[src/rtl/alu_seq_pkg.sv]
// Shared constants for the ALU micro-sequencer: state encoding, instruction
// field positions and the ALU opcodes the sequencer knows by name.
package alu_seq_pkg;

   // FSM state encoding
   localparam logic [2:0] StIdle   = 3'd0;
   localparam logic [2:0] StIssue  = 3'd1;
   localparam logic [2:0] StSettle = 3'd2;
   localparam logic [2:0] StPause  = 3'd3;
   localparam logic [2:0] StDone   = 3'd4;

   // Instruction layout: [7]=LAST, [6:4]=extra repeats, [3:0]=ALU select
   localparam int unsigned LAST_BIT = 7;
   localparam int unsigned REP_MSB  = 6;
   localparam int unsigned REP_LSB  = 4;
   localparam int unsigned SEL_MSB  = 3;
   localparam int unsigned SEL_LSB  = 0;

   // ALU opcodes
   localparam logic [3:0] NOP  = 4'h0;
   localparam logic [3:0] SHL  = 4'h2;
   localparam logic [3:0] AND  = 4'h5;
   localparam logic [3:0] SWP  = 4'hE;
   localparam logic [3:0] LOAD = 4'hF;

   // Power-on program entry: a lone no-op that ends the run
   localparam logic [7:0] INSTR_INIT = 8'h80;

endpackage

[src/rtl/alu_seq_prog_mem.sv]
// Program store for the sequencer: DEPTH x 8 register file, one write port,
// one asynchronous read port, every entry reset to a LAST no-op.
module alu_seq_prog_mem
   import alu_seq_pkg::*;
#(
   parameter int unsigned DEPTH = 16,
   localparam int unsigned AW   = $clog2(DEPTH)
) (
   input  logic          clk,
   input  logic          reset,
   input  logic          we_i,
   input  logic [AW-1:0] waddr_i,
   input  logic [7:0]    wdata_i,
   input  logic [AW-1:0] raddr_i,
   output logic [7:0]    rdata_o
);

   logic [7:0] mem_q [DEPTH];
   logic [7:0] mem_d [DEPTH];

   // Next contents: single-entry write when enabled
   always_comb begin
      mem_d = mem_q;
      if (we_i) begin
         mem_d[waddr_i] = wdata_i;
      end
   end

   // Storage, re-initialised on reset
   always_ff @(posedge clk or posedge reset) begin
      if (reset) begin
         for (int i = 0; i < int'(DEPTH); i++) begin
            mem_q[i] <= INSTR_INIT;
         end
      end else begin
         mem_q <= mem_d;
      end
   end

   assign rdata_o = mem_q[raddr_i];

endmodule

[src/rtl/alu_sequencer.sv]
// Micro-sequencer for the register ALU: walks a loadable program, issuing
// each op as select + one-cycle do strobe, with repeats, settle gaps,
// optional single-step pauses between entries, and abort.
module alu_sequencer
   import alu_seq_pkg::*;
#(
   parameter int unsigned DEPTH         = 16,
   parameter int unsigned SETTLE_CYCLES = 1,
   localparam int unsigned AW           = $clog2(DEPTH)
) (
   input  logic          clk,
   input  logic          reset,
   input  logic          prog_we,
   input  logic [AW-1:0] prog_addr,
   input  logic [7:0]    prog_data,
   input  logic          start,
   input  logic          step_mode,
   input  logic          step,
   input  logic          abort,
   output logic          alu_do,
   output logic [3:0]    alu_select,
   output logic          busy,
   output logic          done,
   output logic          aborted,
   output logic          prog_err,
   output logic [AW-1:0] pc
);

   localparam logic [3:0]    SettleInit = 4'(SETTLE_CYCLES - 1);
   localparam logic [AW-1:0] PcLast     = AW'(DEPTH - 1);

   logic [2:0]    state_q, state_d;
   logic [AW-1:0] pc_q, pc_d;
   logic [7:0]    ir_q, ir_d;
   logic [2:0]    rep_cnt_q, rep_cnt_d;
   logic [3:0]    settle_cnt_q, settle_cnt_d;
   logic          alu_do_q, alu_do_d;
   logic [3:0]    alu_select_q, alu_select_d;
   logic          busy_q, busy_d;
   logic          done_q, done_d;
   logic          aborted_q, aborted_d;
   logic          prog_err_q, prog_err_d;

   logic          mem_we;
   logic [AW-1:0] mem_raddr;
   logic [7:0]    mem_rdata;

   // In IDLE we prefetch entry 0 for start; otherwise the entry after pc
   assign mem_raddr = (state_q == StIdle) ? '0 : pc_q + 1'b1;
   assign mem_we    = prog_we && (state_q == StIdle);

   alu_seq_prog_mem #(
      .DEPTH (DEPTH)
   ) u_prog_mem (
      .clk     (clk),
      .reset   (reset),
      .we_i    (mem_we),
      .waddr_i (prog_addr),
      .wdata_i (prog_data),
      .raddr_i (mem_raddr),
      .rdata_o (mem_rdata)
   );

   // Sequencing FSM and registered-output next state
   always_comb begin
      state_d      = state_q;
      pc_d         = pc_q;
      ir_d         = ir_q;
      rep_cnt_d    = rep_cnt_q;
      settle_cnt_d = settle_cnt_q;
      aborted_d    = 1'b0;
      prog_err_d   = prog_we && (state_q != StIdle);

      case (state_q)
         StIdle: begin
            // A same-cycle write takes precedence over start
            if (start && !prog_we) begin
               state_d   = StIssue;
               pc_d      = '0;
               ir_d      = mem_rdata;
               rep_cnt_d = mem_rdata[REP_MSB:REP_LSB];
            end
         end
         StIssue: begin
            state_d      = StSettle;
            settle_cnt_d = SettleInit;
         end
         StSettle: begin
            if (settle_cnt_q != 4'd0) begin
               settle_cnt_d = settle_cnt_q - 4'd1;
            end else if (rep_cnt_q != 3'd0) begin
               // Repeats of the same entry never pause
               rep_cnt_d = rep_cnt_q - 3'd1;
               state_d   = StIssue;
            end else if (ir_q[LAST_BIT] || pc_q == PcLast) begin
               state_d = StDone;
            end else begin
               pc_d      = pc_q + 1'b1;
               ir_d      = mem_rdata;
               rep_cnt_d = mem_rdata[REP_MSB:REP_LSB];
               state_d   = step_mode ? StPause : StIssue;
            end
         end
         StPause: begin
            if (step || !step_mode) begin
               state_d = StIssue;
            end
         end
         StDone: begin
            state_d = StIdle;
         end
         default: begin
            state_d = StIdle;
         end
      endcase

      if (abort && state_q != StIdle) begin
         state_d      = StIdle;
         pc_d         = '0;
         rep_cnt_d    = 3'd0;
         settle_cnt_d = 4'd0;
         aborted_d    = 1'b1;
      end

      alu_do_d = (state_d == StIssue);
      done_d   = (state_d == StDone);
      busy_d   = (state_d != StIdle) && (state_d != StDone);

      // Select changes only on a new issue or when returning to IDLE
      alu_select_d = alu_select_q;
      if (state_d == StIssue) begin
         alu_select_d = ir_d[SEL_MSB:SEL_LSB];
      end else if (state_d == StIdle) begin
         alu_select_d = NOP;
      end
   end

   // State, counters and output registers
   always_ff @(posedge clk or posedge reset) begin
      if (reset) begin
         state_q      <= StIdle;
         pc_q         <= '0;
         ir_q         <= INSTR_INIT;
         rep_cnt_q    <= 3'd0;
         settle_cnt_q <= 4'd0;
         alu_do_q     <= 1'b0;
         alu_select_q <= NOP;
         busy_q       <= 1'b0;
         done_q       <= 1'b0;
         aborted_q    <= 1'b0;
         prog_err_q   <= 1'b0;
      end else begin
         state_q      <= state_d;
         pc_q         <= pc_d;
         ir_q         <= ir_d;
         rep_cnt_q    <= rep_cnt_d;
         settle_cnt_q <= settle_cnt_d;
         alu_do_q     <= alu_do_d;
         alu_select_q <= alu_select_d;
         busy_q       <= busy_d;
         done_q       <= done_d;
         aborted_q    <= aborted_d;
         prog_err_q   <= prog_err_d;
      end
   end

   assign alu_do     = alu_do_q;
   assign alu_select = alu_select_q;
   assign busy       = busy_q;
   assign done       = done_q;
   assign aborted    = aborted_q;
   assign prog_err   = prog_err_q;
   assign pc         = pc_q;

endmodule

[config.mk]
export PLATFORM = sky130hd
export DESIGN_NAME = alu_sequencer
export DESIGN_NICKNAME = d
export VERILOG_FILES = /design/src/rtl/alu_seq_pkg.sv /design/src/rtl/alu_seq_prog_mem.sv /design/src/rtl/alu_sequencer.sv
export SDC_FILE = /design/constraint.sdc
export NUM_CORES = 1
export LEC_CHECK = 0
export BUFFER_PORTS_ARGS = -buffer_cell sky130_fd_sc_hd__buf_4
export CORE_ASPECT_RATIO = 0.7
export CORE_MARGIN = 8
export CORE_UTILIZATION = 62
export DETAILED_ROUTE_END_ITERATION = 7
export PLACE_DENSITY = 0.8
export SETUP_SLACK_MARGIN = 0.3
export SYNTH_ARGS = -nofsm -noshare
export SYNTH_HDL_FRONTEND = slang
export SYNTH_SLANG_ARGS = --single-unit
[constraint.sdc]
create_clock -name clk -period 5.4 [get_ports clk]
set_input_delay 0.81 -clock clk [delete_from_list [all_inputs] [get_ports clk]]
set_output_delay 0.81 -clock clk [all_outputs]
set_load 0.05 [all_outputs]
==> run_summary.xml, run 1 <==
<?xml version="1.0" encoding="UTF-8"?>
<metrics>
  <group name="clock_tree">
    <metric name="worst_setup_hold_path_clk_slew" unit="ps">60</metric>
    <metric name="cts_hold_repair.buffers" unit="">0</metric>
    <metric name="cts_tree" unit="">done</metric>
    <metric name="numClockSinks" unit="">156</metric>
    <metric name="clockRootBuffer" unit="">clkbuf_16</metric>
    <metric name="cells_resized_by_post_cts_repair" unit="">0</metric>
    <metric name="numCtsBuffers" unit="">17</metric>
    <metric name="cts_setup_buffers" unit="">0</metric>
    <metric name="clock_path_buffers" unit="">2</metric>
    <metric name="worst_skew_pair.late_latency" unit="ps">420</metric>
    <metric name="htree_levels" unit="">4</metric>
  </group>
  <group name="cells_and_area">
    <metric name="layout_cells_sized_above_1" unit="%">37.8</metric>
    <metric name="antenna-diode-count" unit="">0</metric>
    <metric name="fin_cells" unit="">786</metric>
    <metric name="syn_to_final_growth" unit="%">13.1</metric>
    <metric name="fin_nets" unit="">639</metric>
  </group>
  <group name="synth">
    <metric name="synth_fp_nets" unit="">620</metric>
    <metric name="synth-edff-count" unit="">0</metric>
    <metric name="netlist.top_cell.by_area" unit="">dfrtp_1</metric>
    <metric name="share_of_cell_area_taken_by_muxes_after_synthesis" unit="%">24.7</metric>
    <metric name="post_synth_inst_count" unit="">597</metric>
    <metric name="synthAdderAreaFrac" unit="%">0.669</metric>
    <metric name="synth-compound-area-share" unit="%">10.6</metric>
    <metric name="async_flop_share" unit="%">100</metric>
    <metric name="postSynthRegisterBits" unit="">156</metric>
    <metric name="synth_top_flop_cell" unit="">dfrtp_1</metric>
    <metric name="synth_top_family_by_area" unit="">multiplexers</metric>
    <metric name="synth_cell_types" unit="">58</metric>
    <metric name="synth.top_cell.area_share" unit="%">46.5</metric>
    <metric name="synth-xor-area-share" unit="%">0.452</metric>
    <metric name="netlist_area" unit="sq um">7480</metric>
    <metric name="synth_simple_gate_area_share" unit="%">8.23</metric>
    <metric name="post_synth.cell_area_avg" unit="sq um">12.5</metric>
    <metric name="largest_cells_by_area_after_synthesis" unit="">dfrtp_1 (47%), mux2_2 (20%), dfstp_2 (6.0%), mux4_2 (2.7%), o21ai_0 (2.1%)</metric>
    <metric name="yosys_warnings" unit="">0</metric>
    <metric name="synth_seq_area_share" unit="%">52.5</metric>
  </group>
  <group name="critical_path">
    <metric name="critical_path_required" unit="ps">5700</metric>
    <metric name="cells_along_the_critical_path" unit="">ha_1, xor2_2, buf_4, mux4_2, o211ai_1, a31oi_1, a22o_1</metric>
    <metric name="worst_path_dominant_cell_family" unit="">flip-flops</metric>
    <metric name="critPathMaxStageDelay" unit="ps">970</metric>
    <metric name="critPathMaxFanout" unit="">23</metric>
    <metric name="worstSetupPathType" unit="">flop to flop</metric>
    <metric name="crit_path_top_delay_cell" unit="">dfrtp_1</metric>
    <metric name="startpoint_class" unit="">flop</metric>
    <metric name="timing.critical_path.to_type" unit="">flop</metric>
    <metric name="critical_path.n_buffers_inverters" unit="">1</metric>
    <metric name="arrival" unit="ps">4140</metric>
  </group>
  <group name="global_routing">
    <metric name="number_of_antenna_violations_at_the_first_check_in_global_routing" unit="">0</metric>
    <metric name="gr-usage-all-layers" unit="%">24.4</metric>
    <metric name="grt_pass1_vias" unit="">5272</metric>
    <metric name="grt_max_degree" unit="">106</metric>
    <metric name="wire_length_of_the_first_global_routing_pass" unit="microns">29600</metric>
    <metric name="grt-ovfl-total" unit="">0</metric>
  </group>
  <group name="floorplan">
    <metric name="floorplan.die.width" unit="microns">147</metric>
    <metric name="fp.coreArea" unit="sq um">11700</metric>
    <metric name="initial_util" unit="%">63.8</metric>
    <metric name="placement_rows" unit="">33</metric>
    <metric name="die_outline_height" unit="microns">108</metric>
    <metric name="die-area" unit="sq um">15900</metric>
    <metric name="design.portCount" unit="">32</metric>
  </group>
  <group name="power">
    <metric name="power.density" unit="nW/um^2">590</metric>
    <metric name="irDropWorstVdd" unit="V">0.000347</metric>
    <metric name="leakage_power" unit="uW">0.00365</metric>
  </group>
  <group name="placed_design">
    <metric name="placed_cells_incl_taps" unit="">754</metric>
    <metric name="dpl.hpwl" unit="microns">11900</metric>
    <metric name="portBuffers" unit="">31</metric>
    <metric name="routability_congestion_estimate" unit="">0.897</metric>
  </group>
  <group name="timing">
    <metric name="timing.final.crit_period" unit="ps">3840</metric>
    <metric name="post-route-period-util" unit="%">71.0</metric>
    <metric name="maxSlewHeadroom" unit="%">11.5</metric>
    <metric name="achievable-frequency" unit="MHz">261</metric>
    <metric name="setup_total_negative_slack" unit="ps">0</metric>
    <metric name="grt_setup_unrepaired" unit="">no</metric>
    <metric name="worst_slew_pin_slew" unit="ps">1330</metric>
    <metric name="skew" unit="ps">6.63</metric>
    <metric name="setup_violations" unit="">0</metric>
    <metric name="final-max-slew-violation-count" unit="">0</metric>
    <metric name="hold_violations" unit="">0</metric>
  </group>
  <group name="route">
    <metric name="wl_per_cell" unit="microns">23.9</metric>
    <metric name="final_antenna_net_count" unit="">0</metric>
    <metric name="drc_errors" unit="">0</metric>
    <metric name="via_per_inst" unit="">6.65</metric>
    <metric name="drt_wl_total" unit="microns">18800</metric>
    <metric name="first_pass_detailed_route_iteration_total" unit="">6</metric>
    <metric name="drt-initial-drc-count" unit="">506</metric>
    <metric name="vias" unit="">5229</metric>
  </group>
  <group name="flow_run">
    <metric name="timing.max_cap.violations" unit="">0</metric>
  </group>
  <group name="worst_hold_path">
    <metric name="hp-class" unit="">flop to flop</metric>
  </group>
  <group name="status">
    <metric name="run_status" unit="">completed</metric>
  </group>
</metrics>
-- flip-flops by register name (all words and copies together) (netlist names) --
signal and count:
pc 4, done 1, ir_q 5, alu_do 1, settle_cnt_q 4, aborted 1, prog_err 1, rep_cnt_q 3
alu_select 4, u_prog_mem.mem_q 128, busy 1, state_q 3
-- synth_stat cells, types with 6 or more instances --
| cell type | instances |
|---|---|
| nor2_1 | 30 |
| a21oi_1 | 13 |
| o22ai_1 | 6 |
| o21ai_0 | 32 |
| inv_1 | 12 |
| mux2_2 | 132 |
| mux4_2 | 9 |
| o221ai_1 | 7 |
| clkbuf_1 | 19 |
| buf_2 | 10 |
| a221oi_1 | 8 |
| mux2i_1 | 15 |
| nand2_1 | 34 |
| nor2b_1 | 8 |
| dfstp_2 | 17 |
| a211oi_1 | 6 |
| dfrtp_1 | 139 |
| nand3_1 | 7 |
| o211ai_1 | 8 |
| nand2b_1 | 7 |
-- cells by family after synthesis --
| group | Yosys count |
|---|---|
| muxes | 157 |
| AOI/OAI and AO/OA | 115 |
| adders and majority gates | 4 |
| DFF | 156 |
| xor gates and xnor gates | 3 |
| buffers and inverters | 46 |
| and+or+nand+nor | 116 |
-- metal layers --
| metal | vias to the layer above | share of wire (%) | GRT usage [%] |
|---|---|---|---|
| li1 | 2238 | - | - |
| met1 | 2682 | 42 | 31.6 |
| met2 | 245 | 48 | 38.5 |
| met3 | 64 | 7.0 | 6.34 |
| met4 | 0 | 3.0 | 10.9 |
| met5 | - | 0 | 0 |
-- report_power, final --
part / total [uW] / switching (uW) / internal [uW]
clock network: 1370 / 484 / 883
logic: 1580 / 817 / 768
registers: 2040 / 320 / 1720
-- final cells by class --
| class | count | area [sq um] |
|---|---|---|
| flip-flops and latches | 156 | 3930 |
| repair buffers | 34 | 255 |
| inverters | 12 | 50.0 |
| fillers | 811 | 3270 |
| clock buffers | 19 | 443 |
| well taps | 157 | 196 |
| multi-input cells | 395 | 3350 |
| clock inverters | 13 | 239 |
-- per-stage QoR --
| stage | instance area, sq um | total power (uW) | setup slack [ps] | hold slack (ps) | util (%) |
|---|---|---|---|---|---|
| after detailed placement | 7770 | 3560 | 1740 | 486 | 66.3 |
| after global routing | 8460 | 5230 | 1400 | 510 | 72.1 |
| final | 8460 | 4990 | 1560 | 489 | 72.1 |
| after floorplan | 7480 | 3180 | 412 | 450 | - |
| after CTS | 8450 | 4970 | 1620 | 493 | 72.1 |
| after global placement | 7770 | 3470 | 1890 | 468 | 66.3 |
-- worst register-to-register path, delay by kind of cell (launching register included) --
kind / cells / cell delay (ps)
xor+xnor: 1 / 850
compound gates: 3 / 780
flops: 1 / 970
fa+ha+maj: 1 / 430
mux: 1 / 330
buf+inv: 1 / 360
-- worst paths after layout --
| path | end | depth (start not counted) | slack, ps | from |
|---|---|---|---|---|
| setup / recovery | alu_select[0]$_DFFE_PP0P_ | 7 | 1560 | pc[0]$_DFFE_PP0P_ |
| hold / removal | settle_cnt_q[3]$_DFFE_PP0P_ | 1 | 490 | settle_cnt_q[3]$_DFFE_PP0P_ |
| max in group asynchronous | u_prog_mem.mem_q[70]$_DFFE_PP0P_ | 3 | 3610 | reset |
| setup reg to reg | alu_select[0]$_DFFE_PP0P_ | 7 | 1560 | pc[0]$_DFFE_PP0P_ |
| hold reg to reg | settle_cnt_q[3]$_DFFE_PP0P_ | 1 | 490 | settle_cnt_q[3]$_DFFE_PP0P_ |
| min in group asynchronous | u_prog_mem.mem_q[22]$_DFFE_PP0P_ | 2 | 530 | reset |
-- cell usage in the layout (no fill, tap or decap), types with 3 or more instances in the layout --
cell type,n
nor2b_1,8
o31ai_1,3
a31oi_1,5
mux4_2,9
buf_4,34
nor2_1,30
a21oi_1,13
a2bb2oi_1,3
o22ai_1,6
o221ai_1,7
or3_1,4
o211ai_1,8
mux2i_1,15
o21ai_0,32
bufinv_16,6
ha_1,4
inv_1,11
clkbuf_16,17
nand3_1,7
dfstp_2,17
a32o_1,3
a221o_1,4
a21o_1,4
nand2_1,34
mux2_2,132
dfrtp_1,139
a221oi_1,8
and2_1,3
clkinv_4,4
nor3_1,4
nand2b_1,7
a211oi_1,6
a22o_1,4
No activity file was read; power rests on OpenSTA's default activity.
==> inputs of run 2 (changes only) <==
Clock period 5.4 ns to 3.65 ns, I/O delays scaled along.
==> run 2 against run 1 <==
Non-clock buffer count rose by 6. Power rose by 46%. Sequential share of layout area shrank 0.096 points. First-iteration DRC count shrank 15%. Clock skew up 2.5 ps. Cell area grew 0.21%. Final cell count increased by 0.76%. Largest power group unchanged.
==> run_summary.xml, run 2 (synthesis results as in run 1) <==
<?xml version="1.0" encoding="UTF-8"?>
<metrics>
  <group name="status">
    <metric name="run_status" unit="">completed</metric>
  </group>
  <group name="floorplan">
    <metric name="initial_util" unit="%">63.8</metric>
    <metric name="die_outline_height" unit="microns">108</metric>
    <metric name="placement_rows" unit="">33</metric>
    <metric name="fp.coreArea" unit="sq um">11700</metric>
    <metric name="die-area" unit="sq um">15900</metric>
    <metric name="design.portCount" unit="">32</metric>
    <metric name="floorplan.die.width" unit="microns">147</metric>
  </group>
  <group name="timing">
    <metric name="timing.final.crit_period" unit="ps">2820</metric>
    <metric name="setup_violations" unit="">0</metric>
    <metric name="setup_total_negative_slack" unit="ps">0</metric>
    <metric name="worst_hold_slack" unit="ps">271</metric>
    <metric name="skew" unit="ps">9.10</metric>
    <metric name="worst_slew_pin_slew" unit="ps">896</metric>
    <metric name="grt_setup_unrepaired" unit="">no</metric>
    <metric name="post-route-period-util" unit="%">77.2</metric>
    <metric name="hold_violations" unit="">0</metric>
    <metric name="final-max-slew-violation-count" unit="">0</metric>
    <metric name="maxSlewHeadroom" unit="%">40.2</metric>
    <metric name="achievable-frequency" unit="MHz">355</metric>
    <metric name="timing.final.ws_setup" unit="ps">832</metric>
  </group>
  <group name="critical_path">
    <metric name="setup.reg_to_reg.worst_slack" unit="ps">830</metric>
    <metric name="critical_path_required" unit="ps">3990</metric>
    <metric name="r2r-end" unit="">ir_q[7]$_DFFE_PP1P_</metric>
    <metric name="startpoint_class" unit="">flop</metric>
    <metric name="worst-r2r-cell-count" unit="">7</metric>
    <metric name="crit_path_top_delay_cell" unit="">inv_1</metric>
    <metric name="critPathMaxStageDelay" unit="ps">690</metric>
    <metric name="timing.rr.start" unit="">pc[0]$_DFFE_PP0P_</metric>
    <metric name="timing.critical_path.to" unit="">ir_q[7]$_DFFE_PP1P_</metric>
    <metric name="arrival" unit="ps">3150</metric>
    <metric name="worstSetupPathType" unit="">flop to flop</metric>
    <metric name="timing.critical_path.to_type" unit="">flop</metric>
    <metric name="critPathMaxFanout" unit="">22</metric>
    <metric name="cells_along_the_critical_path" unit="">buf_4, inv_1, nand2_8, mux2i_1, mux4_2, and3_1, a311oi_2</metric>
    <metric name="startpoint" unit="">pc[0]$_DFFE_PP0P_</metric>
  </group>
  <group name="global_routing">
    <metric name="grt_pass1_vias" unit="">5312</metric>
    <metric name="wire_length_of_the_first_global_routing_pass" unit="microns">29600</metric>
    <metric name="global_route_hottest_layer" unit="">met2</metric>
    <metric name="grt-ovfl-total" unit="">0</metric>
    <metric name="grt_max_degree" unit="">99</metric>
    <metric name="grt_use_met1" unit="%">32.9</metric>
    <metric name="grt_use_met3" unit="%">5.75</metric>
    <metric name="gr-usage-all-layers" unit="%">24.3</metric>
    <metric name="number_of_antenna_violations_at_the_first_check_in_global_routing" unit="">0</metric>
    <metric name="grt.met2_usage" unit="%">38.1</metric>
  </group>
  <group name="placed_design">
    <metric name="dpl.hpwl" unit="microns">12300</metric>
    <metric name="placed_cells_incl_taps" unit="">760</metric>
    <metric name="routability_congestion_estimate" unit="">0.912</metric>
    <metric name="setup_slack_at_placement" unit="ps">973</metric>
    <metric name="portBuffers" unit="">31</metric>
  </group>
  <group name="worst_hold_path">
    <metric name="hp-class" unit="">primary input to async pin</metric>
  </group>
  <group name="cells_and_area">
    <metric name="largest_register_ffs" unit="">128</metric>
    <metric name="finish.utilization" unit="%">72.3</metric>
    <metric name="fin_cells" unit="">792</metric>
    <metric name="antenna-diode-count" unit="">0</metric>
    <metric name="layout_commonest_cell" unit="">dfrtp_1</metric>
    <metric name="largest_registers" unit="">u_prog_mem.mem_q: 128 flops, ir_q: 5 flops</metric>
    <metric name="syn_to_final_growth" unit="%">13.4</metric>
    <metric name="layout_cells_sized_above_1" unit="%">38.1</metric>
    <metric name="registers.top_by_ff_count" unit="">u_prog_mem.mem_q</metric>
    <metric name="fin_nets" unit="">645</metric>
    <metric name="most-common-layout-cells" unit="">dfrtp_1 (139), mux2_2 (132), buf_4 (39)</metric>
  </group>
  <group name="route">
    <metric name="vias" unit="">5158</metric>
    <metric name="final_antenna_net_count" unit="">0</metric>
    <metric name="drc_errors" unit="">0</metric>
    <metric name="via_per_inst" unit="">6.51</metric>
    <metric name="first_pass_detailed_route_iteration_total" unit="">5</metric>
    <metric name="wl_per_cell" unit="microns">23.5</metric>
    <metric name="drt-initial-drc-count" unit="">430</metric>
    <metric name="drt_wl_total" unit="microns">18600</metric>
  </group>
  <group name="power">
    <metric name="power.density" unit="nW/um^2">862</metric>
    <metric name="leakage_power" unit="uW">0.00367</metric>
    <metric name="irDropWorstVdd" unit="V">0.000444</metric>
  </group>
  <group name="clock_tree">
    <metric name="cts_tree" unit="">done</metric>
    <metric name="clock_path_buffers" unit="">2</metric>
    <metric name="worst_setup_hold_path_clk_slew" unit="ps">60</metric>
    <metric name="numClockSinks" unit="">156</metric>
    <metric name="worst_skew_pair.late_latency" unit="ps">430</metric>
    <metric name="htree_levels" unit="">4</metric>
    <metric name="cts_setup_buffers" unit="">0</metric>
    <metric name="numCtsBuffers" unit="">17</metric>
    <metric name="cts_hold_repair.buffers" unit="">0</metric>
    <metric name="cells_resized_by_post_cts_repair" unit="">0</metric>
    <metric name="clockRootBuffer" unit="">clkbuf_16</metric>
  </group>
  <group name="flow_run">
    <metric name="timing.max_cap.violations" unit="">0</metric>
  </group>
</metrics>
-- run 2: cell count changes in the layout (fill, tap and decap cells not counted), sizes merged --
cell / before / now
buf: 34 / 40
bufinv: 6 / 5
clkinv: 4 / 5
-- run 2: critical path: cells and delay by family (launching register included) --
family,cells,cell delay (ps)
flip-flops,1,380
multiplexers,2,710
buffers and inverters,2,930
AO/OA/AOI/OAI,1,240
AND/OR/NAND/NOR,2,460
-- run 2: report_power, final --
group | internal (uW) | total [uW] | switching, uW
logic | 1150 | 2360 | 1220
registers | 2550 | 3000 | 450
clock network | 1220 | 1950 | 726
-- run 2: how the worst min path moves through the flow --
stage / start / cells after the start / slack (ps) / endpoint
floorplan: settle_cnt_q[3]$_DFFE_PP0P_ / 1 / 450 / settle_cnt_q[3]$_DFFE_PP0P_
global placement: settle_cnt_q[3]$_DFFE_PP0P_ / 1 / 470 / settle_cnt_q[3]$_DFFE_PP0P_
detailed placement: u_prog_mem.mem_q[123]$_DFFE_PP0P_ / 1 / 480 / u_prog_mem.mem_q[123]$_DFFE_PP0P_
CTS: reset / 2 / 280 / u_prog_mem.mem_q[28]$_DFFE_PP0P_
global route: reset / 2 / 320 / u_prog_mem.mem_q[28]$_DFFE_PP0P_
finish: reset / 2 / 270 / u_prog_mem.mem_q[28]$_DFFE_PP0P_
-- run 2: final cells by class --
| type | count | area, sq um |
|---|---|---|
| inverters | 12 | 48.8 |
| fillers | 816 | 3250 |
| clock inverters | 13 | 215 |
| well taps | 157 | 196 |
| repair buffers | 40 | 313 |
| flip-flops and latches | 156 | 3930 |
| multi-input cells | 395 | 3340 |
| clock buffers | 19 | 433 |
-- run 2: per-stage QoR --
| stage | instance area [sq um] | power [uW] |
|---|---|---|
| finish | 8480 | 7310 |
| global route | 8480 | 7660 |
| CTS | 8480 | 7290 |
| detailed placement | 7830 | 5300 |
| global placement | 7830 | 5160 |
| floorplan | 7480 | 4700 |
-- run 2: metal layers --
metal  part of all wire [%]  up-vias
li1                       -     2252
met2                     48      206
met3                    6.2       35
met5                      0        -
met4                    1.9        0
met1                     44     2665
